File: src/rtl/io_mmio_controller.sv
`default_nettype none
// ============================================================================
// Module   : io_mmio_controller
// Brief    : CPU memory-mapped I/O window for the key FIFO, number buffer,
//            LED register and VGA result register.
// Revision : 1.0 - initial release
// ============================================================================
module io_mmio_controller #(
  parameter logic [31:0] BASE_ADDR  = 32'h0000_1000,
  parameter int          FIFO_DEPTH = 4,
  parameter int          CNT_W      = 3
) (
  input  logic        clk,
  input  logic        rst,
  input  logic [31:0] cpu_addr,
  input  logic [31:0] cpu_wdata,
  input  logic        cpu_we,
  input  logic        cpu_re,
  output logic        io_hit,
  output logic [31:0] cpu_rdata,
  output logic        cpu_rvalid,
  input  logic [7:0]  ps2_scancode,
  input  logic        ps2_key_pressed,
  input  logic [31:0] num_buffer_in,
  input  logic        num_valid_in,
  output logic        num_read_ack,
  output logic [15:0] led_out,
  output logic [1:0]  vga_result_out
);

  localparam int              PTR_W    = (FIFO_DEPTH > 1) ? $clog2(FIFO_DEPTH) : 1;
  localparam logic [CNT_W-1:0] FULL_CNT = CNT_W'(FIFO_DEPTH);

  localparam logic [2:0] OFF_STATUS   = 3'd0;
  localparam logic [2:0] OFF_SCANCODE = 3'd1;
  localparam logic [2:0] OFF_NUMBER   = 3'd2;
  localparam logic [2:0] OFF_LED      = 3'd3;
  localparam logic [2:0] OFF_VGA      = 3'd4;
  localparam logic [2:0] OFF_CONTROL  = 3'd5;

  logic [7:0]       mem_q [FIFO_DEPTH];
  logic [PTR_W-1:0] wr_ptr_q, rd_ptr_q;
  logic [CNT_W-1:0] count_q;
  logic             ovf_q;
  logic             key_q;
  logic [31:0]      rdata_q;
  logic             rvalid_q;
  logic             ack_q;
  logic [15:0]      led_q;
  logic [1:0]       vga_q;

  logic [2:0]  off;
  logic        wr_hit, rd_hit, key_edge, empty, full, pop, push;
  logic [31:0] status, rd_mux;
  logic        unused_bits;

  assign io_hit      = (cpu_addr[31:5] == BASE_ADDR[31:5]);
  assign unused_bits = ^{cpu_addr[1:0], cpu_wdata[31:16]};

  always_comb begin
    off      = cpu_addr[4:2];
    wr_hit   = io_hit && cpu_we;
    // A simultaneous store wins; the load is dropped without side effects.
    rd_hit   = io_hit && cpu_re && !cpu_we;
    key_edge = ps2_key_pressed && !key_q;
    empty    = (count_q == '0);
    full     = (count_q == FULL_CNT);
    pop      = rd_hit && (off == OFF_SCANCODE) && !empty;
    push     = key_edge && (!full || pop);

    status              = '0;
    status[0]           = !empty;
    status[1]           = num_valid_in;
    status[2]           = ovf_q;
    status[3 +: CNT_W]  = count_q;

    rd_mux = '0;
    case (off)
      OFF_STATUS:   rd_mux = status;
      OFF_SCANCODE: rd_mux = empty ? 32'd0 : {24'd0, mem_q[rd_ptr_q]};
      OFF_NUMBER:   rd_mux = num_buffer_in;
      OFF_LED:      rd_mux = {16'd0, led_q};
      OFF_VGA:      rd_mux = {30'd0, vga_q};
      default:      rd_mux = '0;
    endcase
  end

  always_ff @(posedge clk) begin
    if (push) mem_q[wr_ptr_q] <= ps2_scancode;
  end

  always_ff @(posedge clk) begin
    if (!rst) begin
      wr_ptr_q <= '0;
      rd_ptr_q <= '0;
      count_q  <= '0;
      ovf_q    <= 1'b0;
      key_q    <= 1'b0;
      rdata_q  <= '0;
      rvalid_q <= 1'b0;
      ack_q    <= 1'b0;
      led_q    <= '0;
      vga_q    <= '0;
    end else begin
      key_q <= ps2_key_pressed;
      if (push) wr_ptr_q <= wr_ptr_q + PTR_W'(1);
      if (pop)  rd_ptr_q <= rd_ptr_q + PTR_W'(1);
      count_q <= count_q + CNT_W'(push) - CNT_W'(pop);

      // Set takes priority over a same-cycle clear.
      if (key_edge && full && !pop)
        ovf_q <= 1'b1;
      else if (wr_hit && (off == OFF_CONTROL) && cpu_wdata[0])
        ovf_q <= 1'b0;

      rvalid_q <= rd_hit;
      if (rd_hit) rdata_q <= rd_mux;
      ack_q <= rd_hit && (off == OFF_NUMBER) && num_valid_in;

      if (wr_hit && (off == OFF_LED)) led_q <= cpu_wdata[15:0];
      if (wr_hit && (off == OFF_VGA)) vga_q <= cpu_wdata[1:0];
    end
  end

  assign cpu_rdata      = rdata_q;
  assign cpu_rvalid     = rvalid_q;
  assign num_read_ack   = ack_q;
  assign led_out        = led_q;
  assign vga_result_out = vga_q;

endmodule
`default_nettype wire

File: config.mk
export PLATFORM = sky130hd
export DESIGN_NAME = io_mmio_controller
export DESIGN_NICKNAME = d
export VERILOG_FILES = /design/src/rtl/io_mmio_controller.sv
export SDC_FILE = /design/constraint.sdc
export NUM_CORES = 1
export LEC_CHECK = 0
export ABC_CLOCK_PERIOD_IN_PS = 5140
export CAP_MARGIN = 10
export CORE_MARGIN = 2
export CORE_UTILIZATION = 35
export CTS_BUF_LIST = sky130_fd_sc_hd__clkbuf_8
export CTS_CLUSTER_DIAMETER = 100
export DETAILED_ROUTE_END_ITERATION = 8
export DONT_BUFFER_PORTS = 1
export GPL_TIMING_DRIVEN = 0
export SLEW_MARGIN = 0
export SYNTH_ARGS = -nofsm -noshare
export SYNTH_HDL_FRONTEND = slang
export SYNTH_SLANG_ARGS = --single-unit
File: constraint.sdc
create_clock -name clk -period 5.14 [get_ports clk]
set_input_delay 1.285 -clock clk [delete_from_list [all_inputs] [get_ports clk]]
set_output_delay 1.285 -clock clk [all_outputs]
set_load 0.01 [all_outputs]
# After elaboration in Yosys (flattened, before gate mapping)
# Memories as Yosys holds them, arrays and structs flattened. A register that Yosys moved wholly into a read port is not among the register bits.
# Cells that the tools add are included.
# totals
regBits	61
mem_bits_rw	32
inputBits	110
out_inout_bits	53
word_cells	54
memories	1
# op_classes
add_sub_neg	4
n_eq_ne	7
mux	8
n_reduce_logical	24
# mem_list
memory	words	width	rd	rd_clocked_by_memory_dff	write_ports	line	rtl
mem_q	4	8	1	1	1	41	logic [7:0] mem_q [FIFO_DEPTH];
# op_table
op	count
32-bit case mux with 5 select lines	1
27-bit by 8-bit == test with 1-bit output (second input constant)	1
1-bit logical AND	15
3-bit == test (second input constant)	3
8-bit two-way mux	1
3-bit by 2-bit == test with 1-bit output (second input constant)	2
3-bit zero test	2
1-bit zero test	5
2-bit by 1-bit adder with 2-bit output (second input constant)	2
1-bit two-way mux	4
2-bit two-way mux	2
3-bit by 1-bit adder with 3-bit output	1
3-bit by 1-bit == test with 1-bit output (second input constant)	1
3-bit by 1-bit subtractor with 3-bit output	1
2-bit nonzero test	1
1-bit logical OR	1

# Depth between registers and ports, before layout
# Gate-level depths: netlist of the first run.
# depth
depth_word	9
ltp_mapped	15
mapped_depth_nobuf	13

# Worst setup path before layout of the first run
# No wires, ideal clock.
# synth_path
kind	input-to-reg
startpoint	input port cpu_addr[7]
endpoint	register count_q[2]
setup_ns	0.128
arrival_ns	3.882
t_required_ns	5.012
setup_slack_ns	1.131
stages	14
n_path_buf	1
path_cell_list	nor4_2 -> nand4_2 -> or3_1 -> buf_2 -> o21ai_1 -> inv_1 -> ha_1 -> inv_1 -> ha_1 -> inv_1 -> fa_1 -> xor2_1 -> xnor2_1 -> nor2_1
# synth_between
elab_chain_cells	9
# synth_rtl
item	line	rtl
from (decl)	15	input logic [31:0] cpu_addr,
27-bit by 8-bit == test with 1-bit output *	57	assign io_hit = (cpu_addr[31:5] == BASE_ADDR[31:5]);
1-bit logical AND * (2 in series)	64	rd_hit = io_hit && cpu_re && !cpu_we;
1-bit logical AND * (2 in series)	68	pop = rd_hit && (off == OFF_SCANCODE) && !empty;
1-bit logical OR	69	push = key_edge && (!full || pop);
1-bit logical AND	69	
3-bit by 1-bit adder with 3-bit output	108	count_q <= count_q + CNT_W'(push) - CNT_W'(pop);
3-bit by 1-bit subtractor with 3-bit output *	108	
to (signal assigned)	108	
to (decl)	43	logic [CNT_W-1:0] count_q;
# Mark *: on every way between the ends. The rest lies on a longest branch, timed or not.
# A chain may end at the register's enable or synchronous reset.

# Final worst setup path of the first run
# layout_path
startpoint	input port cpu_addr[6]
endpoint	register count_q[2]
# Same word-level chain as after synthesis.

==> results of run 1 <==
-- cells by family after synthesis --
group	Yosys count	synth area share
AND/OR/NAND/NOR	148	0.180
flip-flops	95	0.557
AO/OA/AOI/OAI	75	0.110
buffers and inverters	34	0.0345
multiplexers	25	0.0891
adder cells (fa/ha/maj)	7	0.0238
XOR/XNOR	2	0.00439
-- Yosys cell counts, types with 2 or more instances --
cell / instances / area [sq um]
and2_1: 6 / 37.5
a221oi_1: 2 / 17.5
ha_1: 6 / 75.1
o211ai_1: 2 / 15.0
nor3_1: 3 / 15.0
a22oi_1: 4 / 30.0
nor4_1: 2 / 12.5
nor4_2: 4 / 50.1
a311oi_1: 2 / 17.5
o21ai_0: 4 / 20.0
a211oi_1: 4 / 30.0
nand3_1: 21 / 105
and3_1: 2 / 12.5
a32o_1: 2 / 20.0
edfxtp_1: 32 / 961
or3_1: 10 / 62.6
nand2b_1: 3 / 18.8
mux2i_1: 13 / 130
buf_2: 2 / 10.0
nor2b_1: 3 / 18.8
a21oi_1: 50 / 250
mux4_2: 8 / 180
nor2_1: 23 / 86.3
nand2_1: 65 / 244
mux2_2: 4 / 45.0
clkbuf_1: 22 / 82.6
inv_1: 7 / 26.3
dfxtp_1: 63 / 1260
-- sequential cells by signal (all words and copies together) (netlist names), named ones only --
name	flops
cpu_rdata	32
mem_q	32
led_out	16
count_q	3
rd_ptr_q	2
vga_result_out	2
wr_ptr_q	2
cpu_rvalid	1
key_q	1
num_read_ack	1
ovf_q	1
-- layer usage --
layer	up-vias	GRT usage
li1	1401	-
met1	1405	0.199
met2	129	0.285
met3	14	0.0776
met4	2	0.0575
met5	-	0
-- metrics by stage --
step           utilization  cell area, sq um
2_1_floorplan            -              3990
3_3_place_gp         0.379              4160
3_5_place_dp         0.379              4160
4_1_cts              0.401              4410
5_1_grt              0.401              4410
6_report             0.401              4410
-- critical path, delay by kind of cell --
kind                       cells  cell delay [ns]
AOI/OAI and AO/OA              1             0.40
xor gates and xnor gates       2             0.31
adders and majority gates      3             0.80
buffers and inverters          4             0.36
and+or+nand+nor                4             1.04
-- power by group --
part	switching, mW	internal [mW]
logic	0.0553	0.0339
registers	0.00958	0.796
clock network	0.268	0.325
total	0.333	1.15
-- final timing paths --
check,slack [ns],from,end,depth (start not counted)
hold reg to reg,0.49,ovf_q,ovf_q,2
setup / recovery,1.19,cpu_addr[6],count_q[2],14
setup reg to reg,2.06,count_q[1],count_q[2],14
hold / removal,0.49,ovf_q,ovf_q,2
-- final cells by class --
class / instances / area (sq um) / area share
Sequential cell: 95 / 2220 / 0.504
Multi-Input combinational cell: 257 / 1630 / 0.369
Tap cell: 140 / 175 / 0.0397
Clock buffer: 9 / 124 / 0.0281
Clock inverter: 7 / 119 / 0.0270
Buffer: 26 / 108 / 0.0244
Inverter: 8 / 30.0 / 0.00681
Antenna cell: 1 / 2.50 / 0.000568
-- cell usage in the layout, fill, tap and decap left out, types with 3 or more instances in the layout --
master     synthesis  final
a21oi_1           50     50
clkbuf_1          22     22
bufinv_16          0      3
dfxtp_1           63     63
nor2_1            23     23
mux2_2             4      4
nor2b_1            3      3
edfxtp_1          32     32
o21ai_0            4      4
nand3_1           21     21
nand2_1           65     65
clkbuf_8           0      9
a211oi_1           4      4
or3_1             10     10
a22oi_1            4      4
ha_1               6      6
nor4_2             4      4
and2_1             6      6
mux2i_1           13     13
nand2b_1           3      3
mux4_2             8      8
inv_1              7      7
nor3_1             3      3
==> flow_summary.yaml, run 1 <==
worst_setup_path:
  worstPathRequired_ns: 5.38
  crit_slowest_cell: "or3_1"
  endpoint_kind: "flip-flop"
  cp_cell_sequence: "nor4b_2 > nand4_2 > or3_1 > buf_2 > o21ai_1 > inv_1 > ha_1 > inv_1 > ha_1 > inv_1 > fa_1 > xor2_1 > xnor2_1 > nor2_1"
  cpPeakStageDelay_ns: 0.43
  arrival_ns: 4.20
  worst-setup-path-type: "in2reg"
  crit_top_cell: "inv_1"
  cp_max_fo: 7
  cp-start-kind: "input port"
synthesis:
  syn_area_sq_mm: 0.00399
  yosysWarnings: 0
  syn_inst: 386
  synth_edf_count: 32
  seq_area_frac_synth: 0.557
  synth_area_per_cell_sq_um: 10.3
  synthesis.nets: 503
  ys_async_sr_fraction: 0
  yosys_most_used_dff: "dfxtp_1"
  synth_seq_cells: 95
  yosysUniqueCellTypes: 45
cts:
  post-cts-setup-buffer-count: 0
  cts_hold_buf: 0
  cts_tree: "done"
  cts.path.max_buffers: 2
  insertion_delay_ns: 0.37
  postCtsResizedCells: 0
  clk_pin_slew_ns: 0.09
  cts-htree-levels: 3
  cts.sink_count: 95
  cts_root_buf: "clkbuf_8"
  cts_made_buffers: 9
hold_path:
  hp-class: "reg2reg"
sta:
  min_period_ns: 3.95
  fin_crit_sh: 0.769
  slew_violations: 0
  fin_ws_ns: 1.19
  max_slew_margin: 0.474
  clock-skew-final_ns: 0.0193
  holdWs_ns: 0.485
  max_slew.worst_pin.slew_ns: 0.786
  hold_viol: 0
  final.setup.tns_ns: 0
  timing.fmax_mhz: 253
  setup_violations: 0
  rsz0062_at_grt: "false"
final_layout:
  nNetsFinal: 514
  final_layout_size_suffix_gt1_frac: 0.0970
  fillers: 1075
  fin_cells: 543
  syn_to_final_growth_pct: 10.5
route:
  avgRoutedWirePerCell_microns: 19.1
  wl_microns: 10400
  wl_met3_microns: 1000
  viasPerCell: 5.43
  dr_total_vias: 2951
  wl_met1_microns: 4140
  met2_length_microns: 5050
  drc: 0
  first_iter_violations: 196
  antenna_left: 0
  highest_layer: "met5"
  drtPass1Iterations: 4
placed_design:
  gp_congestion: 0.841
  place_hpwl_microns: 7840
  io_buffers: 0
  place_inst: 526
  pre_cts_ws_ns: 0.778
die:
  io_pins: 163
  initial_utilization: 0.363
  die_area_sq_mm: 0.0123
  die_w_microns: 111
  coreArea_sq_mm: 0.0110
  num_rows: 38
  die_h_microns: 111
global_routing:
  grt_pass1_vias: 3022
  grt_max_degree: 17
  grt-ovfl-total: 0
  grt_use_total: 0.172
  antenna_found_initial: 2
  grt_pass1_wl_microns: 16400
power:
  p_per_area_mw_per_mm2: 338
  leakage_nw: 1.42
  ir_drop_mv: 0.234
  p_total_mw: 1.49
run:
  maxCapViolCount: 0
run_status:
  outcome: "finished clean"
(Power assumes the default switching activity.)
==> run 2: changes to the inputs <==
--- a/config.mk
+++ b/config.mk
@@ -5,7 +5,7 @@
 export SDC_FILE = /design/constraint.sdc
 export NUM_CORES = 1
 export LEC_CHECK = 0
-export ABC_CLOCK_PERIOD_IN_PS = 5140
+export ABC_CLOCK_PERIOD_IN_PS = 3500
 export CAP_MARGIN = 10
 export CORE_MARGIN = 2
 export CORE_UTILIZATION = 35
==> constraint.sdc (replaced) <==
create_clock -name clk -period 3.5 [get_ports clk]
set_input_delay 0.875 -clock clk [delete_from_list [all_inputs] [get_ports clk]]
set_output_delay 0.875 -clock clk [all_outputs]
set_load 0.01 [all_outputs]
==> run 2 against run 1 <==
  * Combinational power rose by 49%
  * Count of clock-buffer cells in the layout rose by 1
  * Wire length rose by 0.63%
  * Critical path depth did not move
  * Sequential power rose by 46%
  * Largest power group unchanged
  * Utilization did not move
==> flow_summary.yaml, run 2 (synthesized netlist as in run 1, its figures left out) <==
run_status:
  outcome: "finished clean"
worst_setup_path:
  cp_max_fo: 7
  cp-start-kind: "input port"
  cp_cell_sequence: "nor4_2 > nand4_2 > or3_1 > buf_2 > o21ai_4 > inv_1 > ha_1 > inv_1 > ha_1 > inv_1 > fa_1 > xor2_1 > xnor2_1 > nor2_1"
  worstPathRequired_ns: 3.75
  crit_top_cell: "inv_1"
  worst-setup-path-type: "in2reg"
  endpoint_kind: "flip-flop"
  cpPeakStageDelay_ns: 0.40
  cpLargestDelayFamily: "simple AND/OR/NAND/NOR gates"
  arrival_ns: 3.53
  cp_num_buf_inv: 4
  crit_slowest_cell: "or3_1"
sta:
  final.setup.tns_ns: 0
  timing.fmax_mhz: 305
  max_slew.worst_pin.slew_ns: 0.768
  rsz0062_at_grt: "false"
  clock-skew-final_ns: 0.0117
  min_period_ns: 3.28
  hold_viol: 0
  max_slew_margin: 0.486
  holdWs_ns: 0.483
  slew_violations: 0
  fin_crit_sh: 0.937
  setup_violations: 0
die:
  num_rows: 38
  die_h_microns: 111
  coreArea_sq_mm: 0.0110
  io_pins: 163
  die_area_sq_mm: 0.0123
  die_w_microns: 111
  initial_utilization: 0.363
placed_design:
  io_buffers: 0
  place_hpwl_microns: 8030
  gp_congestion: 0.826
  post_dp_cell_area_sq_mm: 0.00417
  place_inst: 526
run:
  maxCapViolCount: 0
route:
  viasPerCell: 5.37
  dr_total_vias: 2914
  antenna_left: 0
  drc: 0
  avgRoutedWirePerCell_microns: 19.3
  drtPass1Iterations: 4
  wl_microns: 10500
  first_iter_violations: 149
power:
  ir_drop_mv: 0.395
  p_comb_frac: 0.063
  p_per_area_mw_per_mm2: 480
  p_int_mw: 1.64
  clockPowerShare: 0.379
  p_sw_mw: 0.475
  leakage_nw: 1.42
  swShare: 0.224
  power_frac_seq: 0.559
cts:
  clk_pin_slew_ns: 0.09
  cts_tree: "done"
  cts.path.max_buffers: 2
  cts_made_buffers: 9
  cts-htree-levels: 3
  cts_root_buf: "clkbuf_8"
  insertion_delay_ns: 0.37
  cts_hold_buf: 0
  cts.sink_count: 95
global_routing:
  grt_pass1_vias: 2966
  antenna_found_initial: 0
  grt-ovfl-total: 0
  grt_max_degree: 17
  grt_use_total: 0.175
  grt_pass1_wl_microns: 16600
final_layout:
  fillers: 1082
  syn_to_final_growth_pct: 10.5
  final_common_cell: "nand2_1"
  final_cell_mix: "nand2_1 (65), dfxtp_1 (63), a21oi_1 (50)"
  fin_cells: 543
  n_antenna_cell: 0
  final_util: 0.401
  nNetsFinal: 515
  seqCellArea_sq_mm: 0.00222
  final_layout_size_suffix_gt1_frac: 0.104
  multi_input_area_sq_mm: 0.00164
  postLayoutCellArea_sq_mm: 0.00441
hold_path:
  hp-class: "reg2reg"
## run 2: routing by layer
| metal | part of all wire | global-route usage | vias to the layer above |
|---|---|---|---|
| met1 | 0.39 | 0.196 | 1381 |
| met2 | 0.49 | 0.290 | 121 |
| met5 | 0 | 0 | - |
| met3 | 0.11 | 0.0940 | 13 |
| li1 | - | - | 1399 |
| met4 | 0.013 | 0.0500 | 0 |
## run 2: through the flow
stage / power, mW / setup WS (ns)
floorplan: 1.30 / 0.0380
global placement: 1.34 / -0.259
detailed placement: 1.34 / -0.336
CTS: 2.14 / 0.0421
global route: 2.20 / 0.0415
finish: 2.12 / 0.222
## run 2: cell type report
type                       count  area share
multi-input combinational    257       0.372
timing repair buffer           1     0.00170
clock buffer                  10      0.0312
inverter                       8     0.00681
clock inverter                 6      0.0193
buffer                        26      0.0247
tap                          140      0.0397
sequential                    95       0.504
## run 2: worst min-delay path: cells and delay by family (launching register included)
family          cells  cell delay [ns]
flops               1             0.32
compound gates      2             0.12
## run 2: path summary, 6_finish.rpt
kind	endpoint	start	slack (ns)	cells past startpoint
setup / recovery	count_q[2]	cpu_addr[7]	0.22	14
hold / removal	ovf_q	ovf_q	0.48	2
setup reg to reg	count_q[2]	count_q[1]	0.55	14
hold reg to reg	ovf_q	ovf_q	0.48	2
## run 2: power groups by stage
stage | logic (mW) | registers [mW] | clock network (mW)
global placement | 0.129 | 1.21 | 0
finish | 0.133 | 1.18 | 0.801
floorplan | 0.101 | 1.20 | 0
global route | 0.147 | 1.19 | 0.869
detailed placement | 0.133 | 1.21 | 0
CTS | 0.134 | 1.18 | 0.826
## run 2: what timing repair did
| action | in CTS | in global routing |
|---|---|---|
| resized for setup | 0 | 3 |
| setup endpoints to repair | 0 | 1 |
| setup buffers | 0 | 1 |
==> run 3: changes to the inputs <==
--- a/config.mk
+++ b/config.mk
@@ -5,7 +5,7 @@
 export SDC_FILE = /design/constraint.sdc
 export NUM_CORES = 1
 export LEC_CHECK = 0
-export ABC_CLOCK_PERIOD_IN_PS = 3500
+export ABC_CLOCK_PERIOD_IN_PS = 3100
 export CAP_MARGIN = 10
 export CORE_MARGIN = 2
 export CORE_UTILIZATION = 35
==> constraint.sdc (replaced) <==
create_clock -name clk -period 3.1 [get_ports clk]
set_input_delay 0.775 -clock clk [delete_from_list [all_inputs] [get_ports clk]]
set_output_delay 0.775 -clock clk [all_outputs]
set_load 0.01 [all_outputs]
==> run 3 against run 2 <==
  * Die area did not move
  * Largest power group unchanged
  * Wire length grew 2.2%
  * Sequential share of layout area is 0.44 points lower
  * Non-clock buffer count decreased by 1
  * Hold slack lost 0.0081 ns
  * Worst setup slack got worse by 0.050 ns
  * Design area up 0.88%
==> flow_summary.yaml, run 3 (synthesized netlist as in run 1, its figures left out) <==
run_status:
  outcome: "finished clean"
placed_design:
  post_dp_cell_area_sq_mm: 0.00421
  io_buffers: 0
  place_hpwl_microns: 8140
  gp_congestion: 0.797
sta:
  max_slew_margin: 0.457
  min_period_ns: 2.93
  timing.fmax_mhz: 341
  setup_violations: 0
  slew_violations: 0
  max_slew.worst_pin.slew_ns: 0.812
  final.setup.tns_ns: 0
  holdWs_ns: 0.475
  fin_crit_sh: 0.945
  hold_viol: 0
  clock-skew-final_ns: 0.0130
  rsz0062_at_grt: "false"
power:
  ir_drop_mv: 0.331
  p_total_mw: 2.29
  leakage_nw: 1.41
  p_per_area_mw_per_mm2: 516
worst_setup_path:
  crit_slowest_cell: "or3_4"
  cpLargestDelayFamily: "simple AND/OR/NAND/NOR gates"
  cp-start-kind: "input port"
  reg2regPathDepth: 13
  crit_top_cell: "inv_1"
  critical_path_depth: 13
  endpoint_kind: "flip-flop"
  cp_max_fo: 5
  worstPathRequired_ns: 3.35
  worst-setup-path-type: "in2reg"
  cp_cell_sequence: "nor4b_4 > nand4_4 > or3_4 > o21ai_4 > inv_1 > ha_1 > inv_1 > ha_1 > inv_1 > fa_2 > xor2_2 > xnor2_1 > nor2_1"
  arrival_ns: 3.18
  cp_num_buf_inv: 3
  cpPeakStageDelay_ns: 0.49
final_layout:
  postLayoutCellArea_sq_mm: 0.00445
  final_common_cell: "nand2_1"
  final_layout_size_suffix_gt1_frac: 0.114
  fillers: 1082
  nNetsFinal: 514
  syn_to_final_growth_pct: 11.5
  n_antenna_cell: 0
  final_cell_mix: "nand2_1 (65), dfxtp_1 (63), a21oi_1 (50)"
  multi_input_area_sq_mm: 0.00171
  seqCellArea_sq_mm: 0.00222
route:
  antenna_left: 0
  dr_total_vias: 2958
  viasPerCell: 5.46
  drc: 0
  drtPass1Iterations: 4
  first_iter_violations: 178
  wl_microns: 10700
  avgRoutedWirePerCell_microns: 19.7
global_routing:
  grt-ovfl-total: 0
  grt_pass1_wl_microns: 16600
  antenna_found_initial: 0
  grt_pass1_vias: 3062
  grt_use_total: 0.177
  grt_max_degree: 16
hold_path:
  hp-class: "reg2reg"
  hold_path_depth: 2
cts:
  cts_root_buf: "clkbuf_8"
  cts_tree: "done"
  clk_pin_slew_ns: 0.09
  insertion_delay_ns: 0.38
  cts_made_buffers: 9
  cts-htree-levels: 3
  cts.path.max_buffers: 2
  cts.sink_count: 95
die:
  coreArea_sq_mm: 0.0110
  num_rows: 38
  initial_utilization: 0.363
  die_area_sq_mm: 0.0123
  die_w_microns: 111
  io_pins: 163
  die_h_microns: 111
run:
  maxCapViolCount: 0
run 3: power by group:
| group | internal (mW) | total, mW | switching, mW |
|---|---|---|---|
| sequential | 1.32 | 1.34 | 0.0179 |
| combinational | 0.0629 | 0.156 | 0.0932 |
| clock | 0.366 | 0.800 | 0.434 |
| total | 1.75 | 2.29 | 0.545 |
run 3: worst min-delay path, cell delays in order, from the launching register on:
cell and delay (ns):
dfxtp_1 0.32, o31ai_1 0.06, a21oi_1 0.05
run 3: metrics by stage:
stage                     cells  setup WS, ns  utilization
after floorplan             386        -0.164            -
after global placement      526        -0.579        0.383
after detailed placement    526        -0.578        0.383
after CTS                   543       0.00910        0.401
after global routing        542       0.00559        0.405
final                       542         0.171        0.405
run 3: layout make-up:
cell class,instances,area share
clock inverter,7,0.0146
multi-input combinational,257,0.385
timing repair buffer,2,0.00338
buffer,24,0.0228
clock buffer,9,0.0279
inverter,8,0.00675
sequential,95,0.500
tap,140,0.0394
run 3: path summary, 6_finish.rpt:
path / from / endpoint / slack, ns
worst max-delay path: cpu_addr[6] / count_q[2] / 0.17
worst min-delay path: ovf_q / ovf_q / 0.48
worst max register to register: count_q[1] / count_q[2] / 0.39
worst min register to register: ovf_q / ovf_q / 0.48
run 3: repair_timing:
item / in CTS / in global routing
setup buffers: 1 / 1
hold buffers: 0 / 0
resized for setup: 2 / 8
endpoints found under the setup margin: 2 / 2
pin swaps: 0 / 7
run 3: metal layers:
| layer | global-route usage | wire length (microns) | up-vias |
|---|---|---|---|
| li1 | - | - | 1392 |
| met1 | 0.193 | 4190 | 1405 |
| met2 | 0.300 | 5190 | 147 |
| met3 | 0.0880 | 1140 | 14 |
| met4 | 0.0567 | 174 | 0 |
| met5 | 0 | 0 | - |
